--- config.mk ---
export PLATFORM = sky130hd
export DESIGN_NAME = ppm_frame_ctrl
export DESIGN_NICKNAME = d
export VERILOG_FILES = /design/src/rtl/ppm_pkg.sv /design/src/rtl/ppm_slot_timer.sv /design/src/rtl/ppm_frame_ctrl.sv
export SDC_FILE = /design/constraint.sdc
export NUM_CORES = 1
export LEC_CHECK = 0
export CAP_MARGIN = 25
export CORE_UTILIZATION = 55
export DETAILED_ROUTE_END_ITERATION = 6
export PLACE_DENSITY = 0.86
export SLEW_MARGIN = 20
export SYNTH_ARGS = -nofsm -noshare
export SYNTH_HDL_FRONTEND = slang
export SYNTH_HIERARCHICAL = 1
export SYNTH_SLANG_ARGS = --single-unit
--- constraint.sdc ---
create_clock -name clk -period 3.2 [get_ports clk]
set_input_delay 0.64 -clock clk [delete_from_list [all_inputs] [get_ports clk]]
set_output_delay 0.64 -clock clk [all_outputs]
set_load 0.01 [all_outputs]
--- src/rtl/ppm_pkg.sv ---
// ppm_pkg: types and constants shared by the 1-of-4 PPM receive path.
//   state_t : frame sequencer states
//   ERR_*   : abort reason codes reported on err_code
package ppm_pkg;

   typedef enum logic [1:0] {
      IDLE  = 2'd0,
      RECV  = 2'd1,
      END   = 2'd2,
      FLUSH = 2'd3
   } state_t;

   localparam logic [1:0] ERR_NONE    = 2'd0;
   localparam logic [1:0] ERR_MULTI   = 2'd1;
   localparam logic [1:0] ERR_TRUNC   = 2'd2;
   localparam logic [1:0] ERR_OVERRUN = 2'd3;

endpackage

--- src/rtl/ppm_slot_timer.sv ---
// ppm_slot_timer: tick/slot counters for one PPM symbol (4 slots).
//   clk, rst_n   : system clock, async active-low reset
//   clr          : restart at tick 0 / slot 0 (start of frame)
//   en           : advance one tick (a clk16 strobe while receiving)
//   slot         : current slot index 0..3
//   sample_stb   : this strobe is the mid-slot sampling point
//   sym_end_stb  : this strobe is the last tick of slot 3
module ppm_slot_timer import ppm_pkg::*; #(
   parameter int SLOT_TICKS = 8
) (
   input  logic       clk,
   input  logic       rst_n,
   input  logic       clr,
   input  logic       en,
   output logic [1:0] slot,
   output logic       sample_stb,
   output logic       sym_end_stb
);

   localparam int            TW     = $clog2(SLOT_TICKS);
   localparam logic [TW-1:0] T_HALF = TW'(SLOT_TICKS / 2);
   localparam logic [TW-1:0] T_LAST = TW'(SLOT_TICKS - 1);

   logic [TW-1:0] tick;

   always_ff @(posedge clk or negedge rst_n) begin
      if (!rst_n) begin
         tick <= '0;
         slot <= '0;
      end else if (clr) begin
         tick <= '0;
         slot <= '0;
      end else if (en) begin
         if (tick == T_LAST) begin
            tick <= '0;
            slot <= slot + 2'd1;
         end else begin
            tick <= tick + TW'(1);
         end
      end
   end

   // Strobes are qualified with en so they fire for exactly one clk.
   assign sample_stb  = en && (tick == T_HALF);
   assign sym_end_stb = en && (tick == T_LAST) && (slot == 2'd3);

endmodule

--- src/rtl/ppm_frame_ctrl.sv ---
// ppm_frame_ctrl: receive-side PPM frame sequencer.
//   clk, rst_n        : system clock, async active-low reset
//   clk16             : 16x bit-rate enable strobe (one clk wide)
//   rx_en             : receiver enable, low forces IDLE
//   din               : raw PPM line, low = pulse (synchronized here)
//   sof_rcv / eof_rcv : start-of-frame in / end-of-frame out to SOF detector
//   data_out, data_valid, data_ready : byte stream handshake
//   byte_cnt          : bytes completed in current frame
//   busy, frame_done, frame_err, err_code : frame status
module ppm_frame_ctrl import ppm_pkg::*; #(
   parameter int SLOT_TICKS = 8,
   parameter int MAX_BYTES  = 32,
   parameter int CW         = 6
) (
   input  logic          clk,
   input  logic          rst_n,
   input  logic          clk16,
   input  logic          rx_en,
   input  logic          din,
   input  logic          sof_rcv,
   output logic          eof_rcv,
   output logic [7:0]    data_out,
   output logic          data_valid,
   input  logic          data_ready,
   output logic [CW-1:0] byte_cnt,
   output logic          busy,
   output logic          frame_done,
   output logic          frame_err,
   output logic [1:0]    err_code
);

   localparam logic [CW-1:0] MAX_B = CW'(MAX_BYTES);

   // Idle line is high, so the synchronizer resets to "no pulse".
   logic [1:0] din_s;
   logic       din_q;
   always_ff @(posedge clk or negedge rst_n) begin
      if (!rst_n) din_s <= 2'b11;
      else        din_s <= {din_s[0], din};
   end
   assign din_q = din_s[1];

   state_t     state;
   logic       pulse_seen;
   logic [1:0] pulse_idx;
   logic [1:0] sym_cnt;
   logic [7:0] shreg;
   logic [7:0] byte_next;
   logic [1:0] slot;
   logic       sample_stb, sym_end_stb, tmr_clr, tmr_en;

   assign tmr_clr = (state == IDLE) && clk16 && sof_rcv && rx_en;
   assign tmr_en  = (state == RECV) && clk16 && rx_en;

   ppm_slot_timer #(.SLOT_TICKS(SLOT_TICKS)) u_timer (
      .clk         (clk),
      .rst_n       (rst_n),
      .clr         (tmr_clr),
      .en          (tmr_en),
      .slot        (slot),
      .sample_stb  (sample_stb),
      .sym_end_stb (sym_end_stb)
   );

   // Symbols enter at the top and shift right, so after four symbols the
   // first one sits in bits [1:0].
   assign byte_next = {pulse_idx, shreg[7:2]};
   assign busy      = (state != IDLE);

   always_ff @(posedge clk or negedge rst_n) begin
      if (!rst_n) begin
         state      <= IDLE;
         pulse_seen <= 1'b0;
         pulse_idx  <= '0;
         sym_cnt    <= '0;
         shreg      <= '0;
         data_out   <= '0;
         data_valid <= 1'b0;
         byte_cnt   <= '0;
         eof_rcv    <= 1'b0;
         frame_done <= 1'b0;
         frame_err  <= 1'b0;
         err_code   <= ERR_NONE;
      end else begin
         frame_done <= 1'b0;
         frame_err  <= 1'b0;
         // Handshake runs every clk regardless of strobe or state; a byte
         // load below overrides the clear.
         if (data_valid && data_ready) data_valid <= 1'b0;

         if (!rx_en) begin
            state <= IDLE;
            // Leaving a frame: tell the SOF detector for one strobe.
            if (state != IDLE) eof_rcv <= 1'b1;
            else if (clk16)    eof_rcv <= 1'b0;
         end else begin
            case (state)
               IDLE: if (clk16) begin
                  eof_rcv <= 1'b0;
                  if (sof_rcv) begin
                     state      <= RECV;
                     pulse_seen <= 1'b0;
                     sym_cnt    <= '0;
                     byte_cnt   <= '0;
                     err_code   <= ERR_NONE;
                  end
               end
               RECV: begin
                  if (sample_stb && !din_q) begin
                     if (pulse_seen) begin
                        state     <= END;
                        frame_err <= 1'b1;
                        err_code  <= ERR_MULTI;
                     end else begin
                        pulse_seen <= 1'b1;
                        pulse_idx  <= slot;
                     end
                  end
                  if (sym_end_stb) begin
                     if (pulse_seen) begin
                        shreg      <= byte_next;
                        sym_cnt    <= sym_cnt + 2'd1;
                        pulse_seen <= 1'b0;
                        if (sym_cnt == 2'd3) begin
                           if ((data_valid && !data_ready) || byte_cnt == MAX_B) begin
                              state     <= END;
                              frame_err <= 1'b1;
                              err_code  <= ERR_OVERRUN;
                           end else begin
                              data_out   <= byte_next;
                              data_valid <= 1'b1;
                              byte_cnt   <= byte_cnt + CW'(1);
                           end
                        end
                     end else if (sym_cnt == 2'd0 && byte_cnt != '0) begin
                        state      <= END;
                        frame_done <= 1'b1;
                     end else begin
                        state     <= END;
                        frame_err <= 1'b1;
                        err_code  <= ERR_TRUNC;
                     end
                  end
               end
               END: begin
                  state   <= FLUSH;
                  eof_rcv <= 1'b1;
               end
               FLUSH: if (clk16) begin
                  state   <= IDLE;
                  eof_rcv <= 1'b0;
               end
               default: state <= IDLE;
            endcase
         end
      end
   end

endmodule

=== Yosys cells after proc, flatten, opt, wreduce, memory -nomap -nowiden ===
Index checks and enable logic that the tools add are counted.

* Magnitude comparators: 0
* Reduce and logical (&&, ||, !) cells: 31
* Shifts and indexed selects: 0
* Equality and inequality tests: 18
* $mul: 0
* Bitwise logic cells: 2
* $add $sub $neg: 4
* Divide/modulo/power cells: 0
* Multiplexer cells: 68

{| class="wikitable"
|+ Operators by type and width
! kind !! number
|-
| $mux W2 || 24
|-
| $mux W6 || 6
|-
| $mux W1 || 29
|-
| $logic_and A1 B1 Y1 || 12
|-
| $pmux W6 S2 || 1
|-
| $reduce_and A4 Y1 || 3
|-
| $reduce_and A6 Y1 || 2
|-
| $ne A2 B2 Y1 const B || 5
|-
| $mux W3 || 3
|-
| $ne A3 B3 Y1 const B || 3
|-
| $eq A2 B2 Y1 const B || 4
|-
| $pmux W2 S2 || 2
|-
| $pmux W2 S4 || 1
|-
| $reduce_and A8 Y1 || 1
|-
| $reduce_bool A2 Y1 || 4
|-
| $add A6 B1 Y6 const B || 1
|-
| $eq A3 B3 Y1 const B || 2
|-
| $eq A6 B6 Y1 const B || 1
|-
| $reduce_bool A6 Y1 || 1
|-
| $add A2 B1 Y2 const B || 2
|-
| $logic_not A2 Y1 || 2
|-
| $pmux W1 S2 || 2
|-
| $add A3 B1 Y3 const B || 1
|-
| $ne A3 B2 Y1 const B || 1
|-
| other kinds (8) || 10
|}

* Output and inout port bits: 21
* RAM bits: 0
* Register bits: 42
* Logic and storage cells: 138
* Bits in latches: 0
* Memories: 0
* ROM bits: 0

=== Logic depth before layout (Yosys ltp) ===
Gate-level depths: netlist of run 1.

* Depth in word-level cells: 12
* Gate-level depth with buffers: 12

=== Modules after synthesis ===
Netlist of run 1, hierarchy kept.

{| class="wikitable"
|+ By module, submodules not included
! module !! cells each !! times used !! sequential area each (um2) !! area an instance (um2)
|-
| ppm_frame_ctrl || 165 || 1 || 878.3 || 1834.3
|-
| ppm_slot_timer || 26 || 1 || 125.1 || 296.5
|}

=== Worst setup path before layout of run 1 ===
OpenSTA, ideal clock, no wires.

* Path type: reg2reg
* From: register state[1]
* To: register byte_cnt[5]
* Slack: 0.419 ns
* Required time: 3.121 ns
* Arrival time: 2.702 ns
* Stages on the path, launching flop included: 13
* Path through: dfrtp_1 -> inv_1 -> ha_1 -> buf_2 -> clkbuf_1 -> and3_1 -> buf_6 -> and3_2 -> buf_2 -> and3_1 -> o211ai_1 -> a2111oi_0 -> mux2i_1

* Word-level cells in the longest chain between the ends: 7

{| class="wikitable"
|+ RTL lines
! element !! line !! RTL
|-
| start: declaration || ppm_frame_ctrl.sv:43 || <nowiki>state_t state;</nowiki>
|-
| start signal: assignment || ppm_frame_ctrl.sv:72 || <nowiki>state <= IDLE;</nowiki>
|-
| start signal: assignment || ppm_frame_ctrl.sv:92 || <nowiki>state <= IDLE;</nowiki>
|-
| start signal: assignment || ppm_frame_ctrl.sv:101 || <nowiki>state <= RECV;</nowiki>
|-
| $eq A2 B1 Y1 || ppm_frame_ctrl.sv:53 || <nowiki>assign tmr_en = (state == RECV) && clk16 && rx_en;</nowiki>
|-
| $logic_and A1 B1 Y1 (2 in a row) || ppm_frame_ctrl.sv:53 ||
|-
| via tmr_en || ppm_frame_ctrl.sv:50 || <nowiki>logic sample_stb, sym_end_stb, tmr_clr, tmr_en;</nowiki>
|-
| $logic_and A1 B1 Y1 (2 in a row) || ppm_slot_timer.sv:45 || <nowiki>assign sym_end_stb = en && (tick == T_LAST) && (slot == 2'd3);</nowiki>
|-
| via sym_end_stb || ppm_frame_ctrl.sv:50 ||
|-
| $ne A2 B2 Y1 (no source line) || - ||
|-
| $reduce_and A8 Y1 (no source line) || - ||
|-
| end signal: assignment || ppm_frame_ctrl.sv:132 || <nowiki>byte_cnt <= byte_cnt + CW'(1);</nowiki>
|-
| end: declaration || ppm_frame_ctrl.sv:25 || <nowiki>output logic [CW-1:0] byte_cnt,</nowiki>
|}

The timed path passes the listed nets, and every way through them passes these cells.
A chain may end at the register's enable or synchronous reset.

=== Worst setup path after layout of run 1 ===
* From: input clk16
* To: register byte_cnt[5]

* Word-level cells in the longest chain between the ends: 6

{| class="wikitable"
|+ RTL lines
! element !! line !! RTL
|-
| start: declaration || ppm_frame_ctrl.sv:17 || <nowiki>input logic clk16,</nowiki>
|-
| $logic_and A1 B1 Y1 (2 in a row) || ppm_frame_ctrl.sv:53 ||
|-
| via tmr_en || ppm_frame_ctrl.sv:50 ||
|-
| $logic_and A1 B1 Y1 (2 in a row) || ppm_slot_timer.sv:45 ||
|-
| via sym_end_stb || ppm_frame_ctrl.sv:50 ||
|-
| $ne A2 B2 Y1 (no source line) || - ||
|-
| $reduce_and A8 Y1 (no source line) || - ||
|}

The timed path passes the listed nets, and every way through them passes these cells.

==> flow_summary.rst, run 1 <==
.. list-table::
   :header-rows: 1

   * - Metric
     - Value
   * - Most frequent cell on the critical path
     - sky130_fd_sc_hd__and3_1
   * - Data arrival time of the critical path
     - 2920 ps
   * - Number of DRC markers after the initial detailed-route iteration
     - 69
   * - Average cell area after synthesis
     - about 11 µm²
   * - Total Negative Setup Slacks
     - 0 ps
   * - Clock period minus worst slack
     - 2710 ps
   * - Post-synth EDFFs
     - 0
   * - Number of nets in the layout
     - 242
   * - Die extent in x
     - 64.2 µm
   * - Clock tree from TritonCTS
     - built
   * - Post-DRT Antenna Nets
     - 0
   * - Number of buffers on the longest clock path
     - 2
   * - Critical path fanouts, max
     - 9
   * - Kind of end point of the critical path
     - flop
   * - Resized Gates After CTS
     - 0
   * - Worst Reg-to-Reg Cells
     - 8
   * - Dominant cells by area after synthesis
     - sky130_fd_sc_hd__dfrtp_1, sky130_fd_sc_hd__mux2_2, sky130_fd_sc_hd__ha_1
   * - Length of the first detailed-routing pass in iterations
     - 4
   * - Count of final hold-check violations
     - 0
   * - Post-layout util
     - 0.692
   * - Area of the die
     - 4130 µm²
   * - Average via count per standard cell
     - 5.57
   * - CTS sink cnt
     - 40
   * - Initial standard-cell utilization of the core
     - 0.578
   * - Largest stage delay on the critical path
     - around 630 ps
   * - Worst reg2reg path startpoint
     - state[1]$_DFFE_PN0P_
   * - Achievable Freq
     - approximately 0.37 GHz
   * - HPWL reported at the end of detailed placement
     - 2.84 mm
   * - Worst reg2reg path endpoint
     - byte_cnt[5]$_DFFE_PN0P_
   * - Clock buffer count from CTS
     - 5
   * - Tot Pwr
     - 1.09 mW
   * - Measured slew at the worst slew-check pin
     - around 890 ps
   * - Reg2Reg Setup Slack
     - 640 ps
   * - Yosys synthesis warning count
     - 6
   * - Area Growth Syn to Fin
     - 19.7%
   * - Library cell with the largest summed area after synthesis
     - sky130_fd_sc_hd__dfrtp_1
   * - Number of rows in the core area
     - 22
   * - Share of flip-flops with an asynchronous set or reset
     - 1.00
   * - Result of the run
     - completed
   * - Fraction of post-synthesis cell area in the top cell type by area
     - 0.446
   * - Number of remaining DRC errors
     - 0
   * - Maximum number of pins on one net before global-route repair
     - approximately 40
   * - Worst Path Buf+Inv
     - 1
   * - Remaining max-slew budget at the tightest pin
     - 0.410
   * - Synthesized flop and latch total
     - 40
   * - Post-route fraction of the period consumed by the critical path
     - 0.846
   * - Via count of the first global-routing pass
     - between 1k and 1.5k
   * - Global-route total usage across every layer
     - 0.215
   * - Crit path cell chain
     - clkdlybuf4s50_1, and3_1, and3_2, and3_1, o211ai_1, a2111oi_0, mux2i_1
   * - Hold Crit Start
     - din_s[0]$_DFF_PN1_
   * - Count of vias placed by the detailed router
     - approximately 1.5k
   * - Drt total wl
     - 4.05 mm
   * - Hold Path Cell Cnt
     - 0
   * - Layout cell share with drive strength beyond 1
     - 0.179
   * - Max-cap violation count
     - 0
   * - Inserted Diodes
     - 0
   * - Clock root buffer master
     - sky130_fd_sc_hd__clkbuf_8
   * - WHS Endpoint
     - din_s[1]$_DFF_PN1_
   * - Prevailing post-synth register cell
     - sky130_fd_sc_hd__dfrtp_1
   * - Sequential cell area fraction in the yosys report
     - 0.471
   * - Global-route wire length before repair
     - 6.77 mm
   * - Die height
     - 64.2 µm
   * - Cell type group with the largest total delay on the critical path
     - compound AO/OA/AOI/OAI gates
   * - Final setup violating endpoints
     - 0
   * - Worst-case vdd ir drop
     - 0.000399 V
   * - Number of levels the H-tree was split into
     - 2
   * - RePlAce Congestion
     - about 0.86
   * - Grt total ovfl
     - 0
   * - Post-synth cell types
     - 48
   * - Leakage
     - 1.18 nW
   * - Path class of the lowest-slack min-delay path
     - flop to flop
   * - CP max-delay cell
     - sky130_fd_sc_hd__a2111oi_0
   * - Clk pin slew, worst setup/hold paths
     - 70 ps
   * - Post-Syn Area
     - 2130 µm²
   * - Unrepaired setup endpoints after global routing
     - false
   * - Critical path data required time
     - 3410 ps
   * - Average wire per cell in the routed design
     - 14.9 µm
   * - Setup Crit Path Kind
     - input pin to flop
   * - Post-CTS setup repair buffer count
     - 0
   * - Number of pins exceeding their max-slew limit in the final report
     - 0
   * - Placeable core region
     - 3690 µm²
   * - Top-count cell post-synth
     - sky130_fd_sc_hd__dfrtp_1
   * - Antenna violations before repair
     - 0
   * - Quantity of hold-fixing buffers added after cts
     - 0
   * - Top cells by instance count after synthesis
     - sky130_fd_sc_hd__dfrtp_1, sky130_fd_sc_hd__mux2_2, sky130_fd_sc_hd__inv_1, sky130_fd_sc_hd__ha_1, sky130_fd_sc_hd__nand2_1
   * - Synthesized instance count
     - 191
   * - Count of input and output buffers
     - 27
   * - Ratio of total power to cell area
     - 428 nW/µm²
   * - Clock tree skew after final layout
     - roughly 8.1 ps
   * - I/O pins
     - 28
   * - Clock network latency to the later pin of the worst-skew pair
     - 290 ps
   * - Synthesized net count
     - 211
   * - Startpoint type of the worst setup path
     - input pin
[how the worst max path moves through the flow]
stage | slack, ps | startpoint | cells past startpoint | to
floorplan | 420 | state[1]$_DFFE_PN0P_ | 12 | byte_cnt[5]$_DFFE_PN0P_
global placement | 410 | clk16 | 7 | byte_cnt[5]$_DFFE_PN0P_
detailed placement | 260 | clk16 | 7 | byte_cnt[5]$_DFFE_PN0P_
CTS | 560 | clk16 | 7 | byte_cnt[5]$_DFFE_PN0P_
global route | 410 | clk16 | 7 | byte_cnt[5]$_DFFE_PN0P_
finish | 490 | clk16 | 7 | byte_cnt[5]$_DFFE_PN0P_
[cell usage in the layout (no fill, tap or decap), types with 3 or more instances in the layout]
cell,n
sky130_fd_sc_hd__a22o_1,3
sky130_fd_sc_hd__nand2b_1,4
sky130_fd_sc_hd__ha_1,13
sky130_fd_sc_hd__mux2_2,18
sky130_fd_sc_hd__nor2_1,4
sky130_fd_sc_hd__clkbuf_8,5
sky130_fd_sc_hd__o21ai_0,11
sky130_fd_sc_hd__and3_1,4
sky130_fd_sc_hd__clkdlybuf4s50_1,26
sky130_fd_sc_hd__a21oi_1,7
sky130_fd_sc_hd__nand2_1,12
sky130_fd_sc_hd__nand3_1,7
sky130_fd_sc_hd__inv_1,14
sky130_fd_sc_hd__buf_4,3
sky130_fd_sc_hd__dfrtp_1,38
sky130_fd_sc_hd__mux2i_1,5
sky130_fd_sc_hd__nand3b_1,3
sky130_fd_sc_hd__a21boi_0,3
[cells by family (layout without fill, tap and decap cells)]
family	Yosys count	in the layout	synth area share
AOI/OAI and AO/OA	42	42	0.142
adders and majority gates	13	13	0.0763
buffers and inverters	20	52	0.0411
DFF	40	40	0.471
muxes	23	23	0.119
and+or+nand+nor	53	53	0.151
[flip-flops by register name, summed over array words and instances, names as in the netlist, 3 cells and up]
signal        count
byte_cnt          6
data_out          8
shreg             6
u_timer/tick      3
[through the flow]
stage	area [µm²]	setup WS, ps	hold WS, ps	std cells
after CTS	2550	555	362	271
final	2550	494	362	271
after floorplan	2130	419	344	191
after global placement	2440	409	348	263
after global routing	2550	411	370	271
after detailed placement	2440	263	351	263
[final cells by class]
cell class	count	area, µm²
Clock buffer	6	72.6
Clock inverter	2	35.0
Fill cell	283	1140
Inverter	14	52.6
Multi-Input combinational cell	131	1040
Sequential cell	40	1000
Tap cell	48	60.1
Timing Repair Buffer	30	288
[routing by layer]
metal	global-route usage	wire, µm	vias to the layer above
met5	0	0	-
met1	0.298	1950	709
met2	0.329	1840	41
met3	0.0393	180	8
li1	-	-	751
met4	0.0944	72	0
[worst reg2reg max path: stages, from the launching register on]
cell	delay, ps
sky130_fd_sc_hd__dfrtp_1	460
sky130_fd_sc_hd__inv_1	140
sky130_fd_sc_hd__ha_1	170
sky130_fd_sc_hd__and3_1	170
sky130_fd_sc_hd__and3_2	290
sky130_fd_sc_hd__and3_1	210
sky130_fd_sc_hd__o211ai_1	140
sky130_fd_sc_hd__a2111oi_0	630
sky130_fd_sc_hd__mux2i_1	270
[power breakdown]
| part | switching, mW | total, mW | internal (mW) | leakage (nW) |
|---|---|---|---|---|
| registers | 0.0182 | 0.545 | 0.526 | 0.548 |
| clock network | 0.176 | 0.407 | 0.231 | 0.0552 |
| logic | 0.0801 | 0.139 | 0.0586 | 0.578 |
| total | 0.274 | 1.09 | 0.817 | 1.18 |
(Power assumes the default switching activity.)
==> inputs of run 2 (changes only) <==
CORE_UTILIZATION = 49   (was 55)
PLACE_DENSITY = 0.81   (was 0.86)
clock period = 2.3 ns   (was 3.2 ns; I/O delays follow)
==> flow_summary.rst, run 2 (same netlist as run 1, synthesis figures left out) <==
.. list-table::
   :header-rows: 1

   * - Metric
     - Value
   * - Final setup violating endpoints
     - 0 (unchanged)
   * - Inserted Diodes
     - 0 (unchanged)
   * - Average wire per cell in the routed design
     - 15.6 µm (+4.7%)
   * - Clock network latency to the later pin of the worst-skew pair
     - 300 ps (about the same)
   * - Number of pins exceeding their max-slew limit in the final report
     - 0 (unchanged)
   * - Worst-case vdd ir drop
     - 0.000493 V (+24%)
   * - Kind of end point of the critical path
     - primary output
   * - Fill cell total of the finished layout
     - 334 (+18%)
   * - Flip-flop count of the largest register, all copies and words added
     - 8 (unchanged)
   * - Drt total wl
     - 4.44 mm (+9.7%)
   * - Leading cell types in the layout, fill and taps excluded
     - sky130_fd_sc_hd__dfrtp_1, sky130_fd_sc_hd__clkdlybuf4s50_1, sky130_fd_sc_hd__buf_4, sky130_fd_sc_hd__inv_1
   * - Area of the multi-input gates
     - 1110 µm² (+7.1%)
   * - Antenna violations before repair
     - 0 (unchanged)
   * - Clk pin slew, worst setup/hold paths
     - 90 ps (+20 ps)
   * - Path class of the lowest-slack min-delay path
     - input pin to async pin
   * - Number of buffers on the longest clock path
     - 2 (unchanged)
   * - Result of the run
     - completed
   * - Count of vias placed by the detailed router
     - 1,616 (+7.1%)
   * - Number of DRC markers after the initial detailed-route iteration
     - 72 (+4.3%)
   * - Count of final hold-check violations
     - 0 (unchanged)
   * - Grt total ovfl
     - 0 (unchanged)
   * - Largest registers
     - data_out: 8 flops, byte_cnt: 6 flops, shreg: 6 flops
   * - Die height
     - 67.9 µm (+5.8%)
   * - Post-DRT Antenna Nets
     - 0 (unchanged)
   * - Setup slack at placement
     - -112 ps (-375 ps)
   * - Critical path data required time
     - 1840 ps (-1570 ps)
   * - RePlAce Congestion
     - 0.801 (-7.2%)
   * - Achievable Freq
     - 0.452 GHz
   * - Number of rows in the core area
     - 23 (+4.5%)
   * - Global-route wire length before repair
     - 7.29 mm (+7.7%)
   * - Clock buffer count from CTS
     - 5 (unchanged)
   * - Clock tree skew after final layout
     - 6.10 ps (-2.02 ps)
   * - Initial standard-cell utilization of the core
     - 0.521 (-0.0562)
   * - Startpoint type of the worst setup path
     - flop
   * - Layout cell share with drive strength beyond 1
     - 0.248 (+0.0685)
   * - Setup Crit Path Kind
     - flop to primary output
   * - Sequential cell area in the final layout
     - 1000 µm² (unchanged)
   * - I/O pins
     - 28 (unchanged)
   * - Crit path cell chain
     - inv_1, ha_1, inv_1, clkdlybuf4s50_1
   * - Clock root buffer master
     - sky130_fd_sc_hd__clkbuf_8
   * - Count of input and output buffers
     - 27 (unchanged)
   * - Number of levels the H-tree was split into
     - 2 (unchanged)
   * - Area of the die
     - 4620 µm² (+12%)
   * - Post-layout util
     - 0.665 (-0.0263)
   * - Remaining max-slew budget at the tightest pin
     - 0.734 (+0.324)
   * - Leading cell type in the layout, fill and taps excluded
     - sky130_fd_sc_hd__dfrtp_1
   * - Quantity of hold-fixing buffers added after cts
     - 0 (unchanged)
   * - Data arrival time of the critical path
     - 1750 ps (-1170 ps)
   * - CP max-delay cell
     - sky130_fd_sc_hd__clkdlybuf4s50_1
   * - Via count of the first global-routing pass
     - 1,549 (+7.9%)
   * - Placeable core region
     - 4090 µm² (+11%)
   * - Number of nets in the layout
     - 253 (+4.5%)
   * - Die extent in x
     - 67.9 µm (+5.8%)
   * - Leakage
     - 1.24 nW (+4.5%)
   * - Length of the first detailed-routing pass in iterations
     - 4 (unchanged)
   * - Cell type group with the largest total delay on the critical path
     - buffers and inverters
   * - Critical path fanouts, max
     - 7 (-2)
   * - Area Growth Syn to Fin
     - 27.6%
   * - Average via count per standard cell
     - 5.69 (+2.2%)
   * - Clock tree from TritonCTS
     - built
   * - Worst Path Buf+Inv
     - 3 (+2)
   * - Number of remaining DRC errors
     - 0 (unchanged)
   * - CTS sink cnt
     - 40 (unchanged)
   * - Clock period minus worst slack
     - 2210 ps
   * - Resized Gates After CTS
     - 0 (unchanged)
   * - HPWL reported at the end of detailed placement
     - 3.27 mm (+15%)
   * - Unrepaired setup endpoints after global routing
     - false
   * - Ratio of total power to cell area
     - 582 nW/µm² (+36%)
   * - Tot Pwr
     - 1.58 mW (+45%)
   * - Largest stage delay on the critical path
     - 530 ps (-100 ps)
   * - Max-cap violation count
     - 0 (unchanged)
   * - Most frequent cell on the critical path
     - sky130_fd_sc_hd__inv_1
   * - Post-route fraction of the period consumed by the critical path
     - 0.963
   * - Global-route total usage across every layer
     - 0.215 (about the same)
   * - Total Negative Setup Slacks
     - 0 ps (unchanged)
   * - Register name with the most flops
     - data_out
   * - Setup WS post-layout
     - 85.8 ps (-408 ps)
   * - Maximum number of pins on one net before global-route repair
     - 25 (-39%)
   * - Post-CTS setup repair buffer count
     - 0 (unchanged)
   * - Measured slew at the worst slew-check pin
     - 395 ps (-490 ps)
## run 2: changes by cell type in the layout (fill, tap and decap cells not counted), moves of 2 or more
cell                       change
sky130_fd_sc_hd__and3_4        +3
sky130_fd_sc_hd__clkinv_4      +2
sky130_fd_sc_hd__buf_4        +11
sky130_fd_sc_hd__mux2_2        -7
sky130_fd_sc_hd__mux2_4        +7
sky130_fd_sc_hd__and3_1        -2
## run 2: worst paths after layout
kind / start / to / slack, ps / depth (start not counted)
min reg2reg: din_s[0]$_DFF_PN1_ / din_s[1]$_DFF_PN1_ / 370 / 0
max: state[0]$_DFFE_PN0P_ / busy / 90 / 4
min: rst_n / byte_cnt[2]$_DFFE_PN0P_ / 60 / 1
min in group clk: din_s[0]$_DFF_PN1_ / din_s[1]$_DFF_PN1_ / 370 / 0
max reg2reg: u_timer/tick[1]$_DFFE_PN0P_ / byte_cnt[4]$_DFFE_PN0P_ / 220 / 7
max in group asynchronous: rst_n / din_s[1]$_DFF_PN1_ / 1540 / 2
## run 2: layout make-up
class | count | area share
multi-input cells | 131 | 0.410
flip-flops and latches | 40 | 0.369
repair buffers | 41 | 0.136
clock buffers | 5 | 0.0253
well taps | 50 | 0.0230
inverters | 14 | 0.0193
clock inverters | 3 | 0.0175
## run 2: where the power goes
| group | leakage, nW | switching (mW) | internal [mW] | total (mW) |
|---|---|---|---|---|
| Sequential | 0.548 | 0.0272 | 0.732 | 0.759 |
| Combinational | 0.629 | 0.128 | 0.100 | 0.228 |
| Clock | 0.0583 | 0.267 | 0.327 | 0.594 |
## run 2: routing by layer
layer  GRT usage  wire [µm]
met1       0.282       2020
met5           0          0
met3      0.0533        189
met2       0.342       2190
met4      0.0807         48
## run 2: worst reg2reg max path, delay by kind of cell (launching register included)
kind            cells  cell delay, ps
flops               1             380
simple gates        3             830
compound gates      2             360
fa+ha+maj           2             440
## run 2: through the flow
stage	instance area, µm²	hold slack, ps	std cells
after floorplan	2230	164	191
after global placement	2600	346	276
after detailed placement	2600	356	276
after CTS	2720	71.0	284
after global routing	2720	83.3	284
final	2720	64.7	284
